## src/rtl/spi_slave_gen2_pkg.sv

```systemverilog
// Shared types and constants for the gen2 SPI slave: FSM states, command
// encodings and the counter-width helper.
package spi_slave_gen2_pkg;

  typedef enum logic [2:0] {
    IDLE,
    CHK_CMD,
    WRITE,
    READ_ADD,
    READ_DATA,
    READ_WAIT,
    TX
  } spi_gen2_state_e;

  // Two-bit command that leads every received word; bit 1 is the read flag.
  localparam logic [1:0] CMD_WR_ADDR = 2'b00;
  localparam logic [1:0] CMD_WR_DATA = 2'b01;
  localparam logic [1:0] CMD_RD_ADDR = 2'b10;
  localparam logic [1:0] CMD_RD_DATA = 2'b11;

  function automatic int cnt_w(input int max_val);
    return $clog2(max_val + 1);
  endfunction

endpackage

```

## src/rtl/spi_slave_gen2_if.sv

```systemverilog
// Serial pins plus the parallel rx/tx side of the gen2 SPI slave.
interface spi_slave_gen2_if #(
  parameter int ADDR_W = 8
);
  logic              SS_n;
  logic              MOSI;
  logic              MISO;
  logic [ADDR_W+1:0] rx_data;
  logic              rx_valid;
  logic [ADDR_W-1:0] tx_data;
  logic              tx_valid;
  logic              abort;
  logic              busy;

  modport master (
    output SS_n, MOSI, tx_data, tx_valid,
    input  MISO, rx_data, rx_valid, abort, busy
  );

  modport slave (
    input  SS_n, MOSI, tx_data, tx_valid,
    output MISO, rx_data, rx_valid, abort, busy
  );
endinterface

```

## src/rtl/spi_slave_gen2_shift_reg.sv

```systemverilog
// MSB-first shift register with parallel load; load wins over shift.
module spi_shift_reg #(
  parameter int WIDTH = 8
) (
  input  logic             clk,
  input  logic             rst_n,
  input  logic             load,
  input  logic [WIDTH-1:0] load_val,
  input  logic             shift_en,
  input  logic             si,
  output logic [WIDTH-1:0] q,
  output logic             so
);

  // NOTE: non-blocking assignments so every flop samples pre-edge values.
  always_ff @(posedge clk or negedge rst_n) begin
    if (!rst_n) begin
      q <= '0;
    end else if (load) begin
      q <= load_val;
    end else if (shift_en) begin
      q <= {q[WIDTH-2:0], si};
    end
  end

  assign so = q[WIDTH-1];

endmodule

```

## src/rtl/spi_slave_gen2.sv

```systemverilog
// Gen2 SPI slave: frames {cmd, payload} words from MOSI and returns read
// data on MISO after a handshake with the RAM side, with abort/timeout.
module spi_slave_gen2
  import spi_slave_gen2_pkg::*;
#(
  parameter int   ADDR_W     = 8,
  parameter int   TX_TIMEOUT = 16,
  parameter logic MISO_IDLE  = 1'b0
) (
  input logic             clk,
  input logic             rst_n,
  spi_slave_gen2_if.slave bus
);

  localparam int FRAME_W = ADDR_W + 2;
  localparam int BIT_CW  = cnt_w(FRAME_W);
  localparam int TMO_CW  = cnt_w(TX_TIMEOUT);

  localparam logic [BIT_CW-1:0] BIT_ONE   = BIT_CW'(1);
  localparam logic [BIT_CW-1:0] FRAME_CNT = BIT_CW'(FRAME_W);
  localparam logic [BIT_CW-1:0] TX_CNT    = BIT_CW'(ADDR_W - 1);
  localparam logic [TMO_CW-1:0] TMO_ONE   = TMO_CW'(1);
  localparam logic [TMO_CW-1:0] TMO_LOAD  = TMO_CW'(TX_TIMEOUT);

  spi_gen2_state_e   state_q, state_d;
  logic [BIT_CW-1:0] bit_cnt_q, bit_cnt_d;
  logic [TMO_CW-1:0] tmo_q, tmo_d;
  logic              rd_loaded_q, rd_loaded_d;
  logic              rx_valid_q, rx_valid_d;
  logic              abort_q, abort_d;
  logic              miso_q, miso_d;
  logic              rx_shift, tx_load, tx_shift;
  logic              tx_so;
  logic              rx_so_unused;
  logic [ADDR_W-1:0] tx_par_unused;

  spi_shift_reg #(.WIDTH(FRAME_W)) u_rx_sr (
    .clk      (clk),
    .rst_n    (rst_n),
    .load     (1'b0),
    .load_val ('0),
    .shift_en (rx_shift),
    .si       (bus.MOSI),
    .q        (bus.rx_data),
    .so       (rx_so_unused)
  );

  // The MSB goes straight to MISO at capture, so the register keeps the rest.
  spi_shift_reg #(.WIDTH(ADDR_W)) u_tx_sr (
    .clk      (clk),
    .rst_n    (rst_n),
    .load     (tx_load),
    .load_val ({bus.tx_data[ADDR_W-2:0], 1'b0}),
    .shift_en (tx_shift),
    .si       (1'b0),
    .q        (tx_par_unused),
    .so       (tx_so)
  );

  always_ff @(posedge clk or negedge rst_n) begin
    if (!rst_n) begin
      state_q     <= IDLE;
      bit_cnt_q   <= '0;
      tmo_q       <= '0;
      rd_loaded_q <= 1'b0;
      rx_valid_q  <= 1'b0;
      abort_q     <= 1'b0;
      miso_q      <= MISO_IDLE;
    end else begin
      state_q     <= state_d;
      bit_cnt_q   <= bit_cnt_d;
      tmo_q       <= tmo_d;
      rd_loaded_q <= rd_loaded_d;
      rx_valid_q  <= rx_valid_d;
      abort_q     <= abort_d;
      miso_q      <= miso_d;
    end
  end

  // NOTE: defaults first so no path leaves a signal unassigned (no latch).
  always_comb begin
    state_d     = state_q;
    bit_cnt_d   = bit_cnt_q;
    tmo_d       = tmo_q;
    rd_loaded_d = rd_loaded_q;
    rx_valid_d  = 1'b0;
    abort_d     = 1'b0;
    miso_d      = MISO_IDLE;
    rx_shift    = 1'b0;
    tx_load     = 1'b0;
    tx_shift    = 1'b0;

    unique case (state_q)
      IDLE: begin
        if (!bus.SS_n) state_d = CHK_CMD;
      end

      CHK_CMD: begin
        if (bus.SS_n) begin
          state_d = IDLE;
          abort_d = 1'b1;
        end else begin
          bit_cnt_d = FRAME_CNT;
          if (bus.MOSI != CMD_RD_ADDR[1]) state_d = WRITE;
          else                            state_d = rd_loaded_q ? READ_DATA : READ_ADD;
        end
      end

      WRITE, READ_ADD, READ_DATA: begin
        if (bit_cnt_q == '0) begin
          // Word already delivered: ignore MOSI until the frame closes.
          if (bus.SS_n) state_d = IDLE;
        end else if (bus.SS_n && bit_cnt_q != BIT_ONE) begin
          state_d = IDLE;
          abort_d = 1'b1;
        end else begin
          rx_shift  = 1'b1;
          bit_cnt_d = bit_cnt_q - BIT_ONE;
          if (bit_cnt_q == BIT_ONE) begin
            rx_valid_d = 1'b1;
            if (state_q == READ_ADD) rd_loaded_d = 1'b1;
            if (state_q == READ_DATA) begin
              state_d = READ_WAIT;
              tmo_d   = TMO_LOAD;
            end
            if (bus.SS_n) state_d = IDLE;
          end
        end
      end

      READ_WAIT: begin
        if (bus.SS_n) begin
          state_d = IDLE;
          abort_d = (tmo_q != '0);
        end else if (tmo_q != '0) begin
          if (bus.tx_valid) begin
            state_d   = TX;
            tx_load   = 1'b1;
            miso_d    = bus.tx_data[ADDR_W-1];
            bit_cnt_d = TX_CNT;
          end else begin
            tmo_d = tmo_q - TMO_ONE;
            if (tmo_q == TMO_ONE) begin
              abort_d     = 1'b1;
              rd_loaded_d = 1'b0;
            end
          end
        end
      end

      TX: begin
        if (bit_cnt_q != '0) begin
          if (bus.SS_n) begin
            state_d = IDLE;
            abort_d = 1'b1;
          end else begin
            miso_d    = tx_so;
            tx_shift  = 1'b1;
            bit_cnt_d = bit_cnt_q - BIT_ONE;
          end
        end else begin
          rd_loaded_d = 1'b0;
          if (bus.SS_n) state_d = IDLE;
        end
      end

      default: state_d = IDLE;
    endcase
  end

  assign bus.MISO     = miso_q;
  assign bus.rx_valid = rx_valid_q;
  assign bus.abort    = abort_q;
  assign bus.busy     = (state_q != IDLE);

endmodule
```

## src/flat_wrapper.sv

```systemverilog
// flat-port wrapper written by rule: the top's interface ports become plain ports
module spi_slave_gen2_flat import spi_slave_gen2_pkg::*;
#(
  parameter int   ADDR_W     = 8,
  parameter int   TX_TIMEOUT = 16,
  parameter logic MISO_IDLE  = 1'b0
)
  (clk, rst_n, bus_SS_n, bus_MOSI, bus_tx_data, bus_tx_valid, bus_MISO, bus_rx_data, bus_rx_valid, bus_abort, bus_busy);
  spi_slave_gen2_if #(.ADDR_W(ADDR_W)) bus_i ();
  input logic clk;
  input logic rst_n;
  input wire logic [$bits(bus_i.SS_n)-1:0] bus_SS_n;
  input wire logic [$bits(bus_i.MOSI)-1:0] bus_MOSI;
  input wire logic [$bits(bus_i.tx_data)-1:0] bus_tx_data;
  input wire logic [$bits(bus_i.tx_valid)-1:0] bus_tx_valid;
  output wire logic [$bits(bus_i.MISO)-1:0] bus_MISO;
  output wire logic [$bits(bus_i.rx_data)-1:0] bus_rx_data;
  output wire logic [$bits(bus_i.rx_valid)-1:0] bus_rx_valid;
  output wire logic [$bits(bus_i.abort)-1:0] bus_abort;
  output wire logic [$bits(bus_i.busy)-1:0] bus_busy;
  assign bus_i.SS_n = bus_SS_n;
  assign bus_i.MOSI = bus_MOSI;
  assign bus_i.tx_data = bus_tx_data;
  assign bus_i.tx_valid = bus_tx_valid;
  assign bus_MISO = bus_i.MISO;
  assign bus_rx_data = bus_i.rx_data;
  assign bus_rx_valid = bus_i.rx_valid;
  assign bus_abort = bus_i.abort;
  assign bus_busy = bus_i.busy;
  spi_slave_gen2 #(.ADDR_W(ADDR_W), .TX_TIMEOUT(TX_TIMEOUT), .MISO_IDLE(MISO_IDLE)) u_core (.clk(clk), .rst_n(rst_n), .bus(bus_i));
endmodule
```

## config.mk

```make
export PLATFORM = sky130hd
export DESIGN_NAME = spi_slave_gen2_flat
export DESIGN_NICKNAME = d
export VERILOG_FILES = /design/src/rtl/spi_slave_gen2_pkg.sv /design/src/rtl/spi_slave_gen2_if.sv /design/src/rtl/spi_slave_gen2_shift_reg.sv /design/src/rtl/spi_slave_gen2.sv /design/src/flat_wrapper.sv
export SDC_FILE = /design/constraint.sdc
export NUM_CORES = 1
export LEC_CHECK = 0
export CORE_ASPECT_RATIO = 1.4
export CORE_MARGIN = 10
export CORE_UTILIZATION = 45
export DETAILED_ROUTE_END_ITERATION = 10
export PLACE_DENSITY = 0.63
export SLEW_MARGIN = 0
export SYNTH_ARGS = -nofsm -noshare
export SYNTH_HDL_FRONTEND = slang
export SYNTH_HIERARCHICAL = 1
export SYNTH_SLANG_ARGS = --single-unit
```

## constraint.sdc

```tcl
create_clock -name clk -period 3.2 [get_ports clk]
set_input_delay 0.96 -clock clk [delete_from_list [all_inputs] [get_ports clk]]
set_output_delay 0.96 -clock clk [all_outputs]
set_load 0.01 [all_outputs]
```

After elaboration in Yosys (flattened, before gate mapping)
Index checks and enable logic that the tools add are counted.
{"block": "totals", "out_inout_bits": 14, "latchBits": 0, "ff_bits": 34, "ramBits": 0, "rom_bits": 0, "memories": 0}
{"block": "op_classes", "shift": 0, "n_addsub": 2, "mux": 72, "bitwise": 0, "n_mul": 0, "n_reduce_logical": 15, "order_cmp": 0, "n_div": 0, "eq_ne": 28}
{"op": "$mux 3", "n": 13}
{"op": "$mux 1", "n": 36}
{"op": "$mux 5", "n": 7}
{"op": "$mux 4", "n": 8}
{"op": "$ne 2x2->1 const B", "n": 9}
{"op": "$mux 8", "n": 2}
{"op": "$pmux 4 s4", "n": 1}
{"op": "$pmux 3 s5", "n": 1}
{"op": "$ne 2x1->1 const B", "n": 6}
{"op": "$pmux 5 s2", "n": 1}
{"op": "$reduce_and 10->1", "n": 1}
{"op": "$eq 3x3->1 const B", "n": 3}
{"op": "$reduce_and 9->1", "n": 1}
{"op": "$ne 4x1->1 const B", "n": 2}
{"op": "$reduce_and 8->1", "n": 1}
{"op": "$reduce_bool 4->1", "n": 2}
{"op": "$eq 3x2->1 const B", "n": 2}
{"op": "$reduce_bool 3->1", "n": 2}
{"op": "$eq 5x1->1 const B", "n": 1}
{"op": "$ne 5x2->1 const B", "n": 1}
{"op": "$reduce_and 5->1", "n": 1}
{"op": "$reduce_bool 5->1", "n": 1}
{"op": "$sub 5x1->5 const B", "n": 1}
{"op": "$eq 4x1->1 const B", "n": 1}
{"op": "12 further kinds", "n": 13}

Depth between registers and ports, before layout
{"block": "logic_depth", "word_depth": 7, "mapped_depth": 8, "mapped_depth_nobuf": 7}

Modules after synthesis
The synthesis kept the hierarchy.
{"mod": "spi_slave_gen2", "cells_per_inst": 140, "seq_area_each_um2": 400.4, "area_per_inst_um2": 1187.4, "instances": 1}
{"mod": "spi_shift_reg (u_core.u_rx_sr)", "cells_per_inst": 44, "seq_area_each_um2": 250.2, "area_per_inst_um2": 470.5, "instances": 1}
{"mod": "spi_shift_reg (u_core.u_tx_sr)", "cells_per_inst": 35, "seq_area_each_um2": 200.2, "area_per_inst_um2": 380.4, "instances": 1}

Least setup slack after synthesis
No wires, ideal clock.
{"block": "synth_path", "path_type": "register to register", "from": "register u_core.bit_cnt_q[1]", "to": "register u_core.state_q[0]", "t_arrival_ns": 1.984, "required_ns": 3.074, "path_slack_ns": 1.090, "synth_period_minus_slack_ns": 2.110, "path_stages_with_launch": 9, "cell_sequence": "dfrtp_1 > inv_1 > ha_1 > or3b_1 > buf_6 > a31o_4 > a221oi_4 > nor2_2 > o32a_1"}
{"block": "synth_via", "elab_chain_cells": 5, "word_cells_on_any_way": 10, "classes_between": "4 x eq/ne; 3 x mux; 3 x reduce/logical"}
{"element": "start: declaration", "line": "spi_slave_gen2.sv:26", "text": "logic [BIT_CW-1:0] bit_cnt_q, bit_cnt_d;"}
{"element": "start signal: assignment", "line": "spi_slave_gen2.sv:71", "text": "bit_cnt_q <= bit_cnt_d;"}
{"element": "$ne 4x1->1", "line": "spi_slave_gen2.sv:113", "text": "end else if (bus.SS_n && bit_cnt_q != BIT_ONE) begin"}
{"element": "$logic_and 1x1->1", "line": "spi_slave_gen2.sv:113"}
{"element": "$mux 3", "line": "spi_slave_gen2.sv:113"}
{"element": "$mux 3", "line": "spi_slave_gen2.sv:110", "text": "if (bit_cnt_q == '0) begin"}
{"element": "$pmux 3 s5", "line": "spi_slave_gen2.sv:93", "text": "unique case (state_q)"}
{"element": "end signal: assignment", "line": "spi_slave_gen2.sv:70", "text": "state_q <= state_d;"}
{"element": "end: declaration", "line": "spi_slave_gen2.sv:25", "text": "spi_gen2_state_e state_q, state_d;"}
Several ways; a longest one is shown, not always the timed one.
A chain may end at the register's enable or synchronous reset.

Final worst setup path
{"block": "layout_path", "from": "register u_core.state_q[0]", "to": "output bus_busy"}
{"block": "layout_via", "elab_chain_cells": 1}
{"element": "$reduce_bool 3->1", "line": "spi_slave_gen2.sv:174", "text": "assign bus.busy = (state_q != IDLE);"}
{"element": "end: declaration", "line": "flat_wrapper.sv:20", "text": "output wire logic [$bits(bus_i.busy)-1:0] bus_busy;"}
Every way passes these cells.

==> impl_metrics.sql <==
INSERT INTO impl_metrics (metric_group, metric, value, unit) VALUES
('status', 'outcome', 'finished clean', ''),
('global_route', 'initial_antenna_violation_count', '0', ''),
('final_layout', 'finish.utilization', '0.572', ''),
('final_layout', 'layout.cell_area.non_filler', '2460', 'um^2'),
('global_route', 'gr_usage_total', '0.124', ''),
('clocking', 'holdBufCountCts', '0', ''),
('critical_path', 'worstSetupPathType', 'reg2out', ''),
('global_route', 'grt_max_degree', '35', ''),
('clocking', 'h_tree_lvls', '2', ''),
('power_and_ir_drop', 'power_density', '752', 'nW/um^2'),
('critical_path', 'cp_num_buf_inv', '1', ''),
('yosys', 'post_synthesis_average_cell_area', '9.32', 'um^2'),
('sta', 'timing.final.hold_violations', '0', ''),
('route', 'avgRoutedWirePerCell', '14.2', 'um'),
('route', 'route.met2.wl', '2180', 'um'),
('route', 'drc', '0', ''),
('clocking', 'cts-root-to-sink-buffers', '2', ''),
('sta', 'clock.fmax', '0.390', 'GHz'),
('sta', 'setup_viol', '0', ''),
('placed_design', 'io_buffers', '26', ''),
('critical_path', 'timing.critical_path.to_type', 'primary output', ''),
('yosys', 'synth_warnings', '6', ''),
('die', 'die_w', '76.8', 'um'),
('critical_path', 'worst_path_dominant_cell_family', 'buffers and inverters', ''),
('sta', 'rsz0062_at_grt', 'no', ''),
('min_path', 'hold_class', 'reg2reg', ''),
('sta', 'layout_min_cycle_time', '2560', 'ps'),
('route', 'drt_pre_antenna_iters', '4', ''),
('critical_path', 'crit_arrival', '1600', 'ps'),
('sta', 'worst_hold_slack', '503', 'ps'),
('global_route', 'grt_pass1_vias', '1669', ''),
('clocking', 'cts_tree', 'done', ''),
('final_layout', 'antenna-diode-count', '0', ''),
('clocking', 'clk_root_buffer_cell', 'clkbuf_8', ''),
('clocking', 'clock_sink_count', '34', ''),
('die', 'die_height', '99.5', 'um'),
('die', 'fp.dieArea', '7640', 'um^2'),
('sta', 'setup_tns', '0', 'ps'),
('yosys', 'syn_area', '2030', 'um^2'),
('clocking', 'cts-buffers-inserted', '5', ''),
('placed_design', 'detailed_place_hpwl', '3330', 'um'),
('die', 'initial_core_utilization', '0.471', ''),
('critical_path', 'critical-path-slowest-cell', 'clkdlybuf4s50_1', ''),
('critical_path', 'worst-path-max-fanout', '4', ''),
('route', 'via_count', '1662', ''),
('route', 'drt-total-wl', '4510', 'um'),
('route', 'highest_layer', 'met4', ''),
('critical_path', 'worstPathCellList', 'or3_1, clkdlybuf4s50_1', ''),
('clocking', 'postCtsResizedCells', '0', ''),
('placed_design', 'place_congestion', '0.880', ''),
('placed_design', 'placed_instance_count', '311', ''),
('power_and_ir_drop', 'irDropWorstVdd', '0.341', 'mV'),
('die', 'top_ports', '27', ''),
('power_and_ir_drop', 'leak_pwr', '0.997', 'nW'),
('sta', 'clock_skew_after_layout', '6.88', 'ps'),
('critical_path', 'required', '2240', 'ps'),
('sta', 'worst-slew-pin-transition', '640', 'ps'),
('placed_design', 'dpl_cell_area', '2390', 'um^2'),
('route', 'via_per_inst', '5.23', ''),
('global_route', 'global_route_wire_length_before_repair', '7820', 'um'),
('final_layout', 'layout-area-overhead-vs-synth', '21.4', '%'),
('final_layout', 'post_layout_nonfiller_instances', '318', ''),
('clocking', 'clock_latency', '290', 'ps'),
('route', 'drt_iter0_drc', '107', ''),
('route', 'met1_routed_wirelength_after_detailed_routing', '2010', 'um'),
('job', 'cap_violations', '0', ''),
('critical_path', 'start_kind', 'register', ''),
('final_layout', 'post_route_cells_drive_above_1_share', '0.105', ''),
('critical_path', 'max_stage_delay', '510', 'ps'),
('yosys', 'post_synth_inst_count', '218', ''),
('final_layout', 'layout.nets', '276', ''),
('sta', 'min_period_over_period', '0.801', ''),
('die', 'core-area', '4310', 'um^2'),
('clocking', 'cts.reportedPaths.clkPinSlew', '70', 'ps'),
('die', 'core.rowCount', '28', ''),
('sta', 'final_max_slew_viol_count', '0', ''),
('route', 'ant_nets', '0', ''),
('route', 'wl_met3', '256', 'um'),
('clocking', 'post-cts-setup-buffers', '0', ''),
('global_route', 'global_route.overflow_total', '0', ''),
('sta', 'timing.slew.headroom', '0.572', '');
## per-layer routing
layer  track usage  vias up
li1              -      839
met3        0.0459        5
met1         0.137      787
met2         0.211       31
met5             0        -
met4        0.0488        0
## final timing paths
kind,start,endpoint,slack [ps],cells past startpoint
hold / removal,u_core/u_tx_sr/q[7]$_DFFE_PN0P_,u_core/bus.MISO$_DFF_PN0_,500,1
hold reg to reg,u_core/u_tx_sr/q[7]$_DFFE_PN0P_,u_core/bus.MISO$_DFF_PN0_,500,1
setup / recovery,u_core/state_q[0]$_DFFE_PN0P_,bus_busy,640,2
setup reg to reg,u_core/bit_cnt_q[1]$_DFFE_PN0P_,u_core/state_q[0]$_DFFE_PN0P_,900,7
min in group asynchronous,rst_n,u_core/tmo_q[4]$_DFFE_PN0P_,1080,2
max in group asynchronous,rst_n,u_core/state_q[2]$_DFFE_PN0P_,1800,2
## area by class of cell
type | instances | area, um^2
Inverter | 8 | 30.0
Sequential cell | 34 | 851
Timing Repair Buffer | 33 | 313
Clock buffer | 5 | 68.8
Multi-Input combinational cell | 176 | 1120
Fill cell | 425 | 1840
Tap cell | 60 | 75.1
Clock inverter | 2 | 10.0
## through the flow
stage               total power (W)  worst slack (ps)
global placement            0.00156               442
finish                      0.00185               635
global route                0.00201               539
detailed placement          0.00156               429
floorplan                   0.00131              1090
CTS                         0.00187               613
## cells in the final DEF, fill, tap and decap left out, types with 7 or more instances in the layout
cell	n
a21oi_1	9
buf_4	7
clkdlybuf4s50_1	26
conb_1	14
dfrtp_1	34
inv_1	8
mux2i_1	19
nand2_1	30
nor2_1	9
nor3_1	11
o21ai_0	8
o21ai_1	19
## worst reg2reg max path: stages, from the launching register on
cell	delay [ps]
dfrtp_1	390
inv_1	100
ha_1	150
or3b_1	480
a31o_4	300
a221oi_4	330
nor2_2	90
o32a_1	340
## report_power, final
part | internal, W | total (W) | switching [W]
clock network | 0.000146 | 0.000299 | 0.000153
logic | 0.000407 | 0.000872 | 0.000465
registers | 0.000571 | 0.000682 | 0.000111
total | 0.00112 | 0.00185 | 0.000729
## registers in the layout, summed over array words and instances (netlist names)
signal / cells
u_core/state_q: 3
u_core/rd_loaded_q: 1
u_core/bus.rx_valid: 1
u_core/bit_cnt_q: 4
u_core/tmo_q: 5
u_core/u_tx_sr/q: 8
u_core/u_rx_sr/q: 10
u_core/bus.MISO: 1
u_core/bus.abort: 1
No activity file was read; power rests on OpenSTA's default activity.
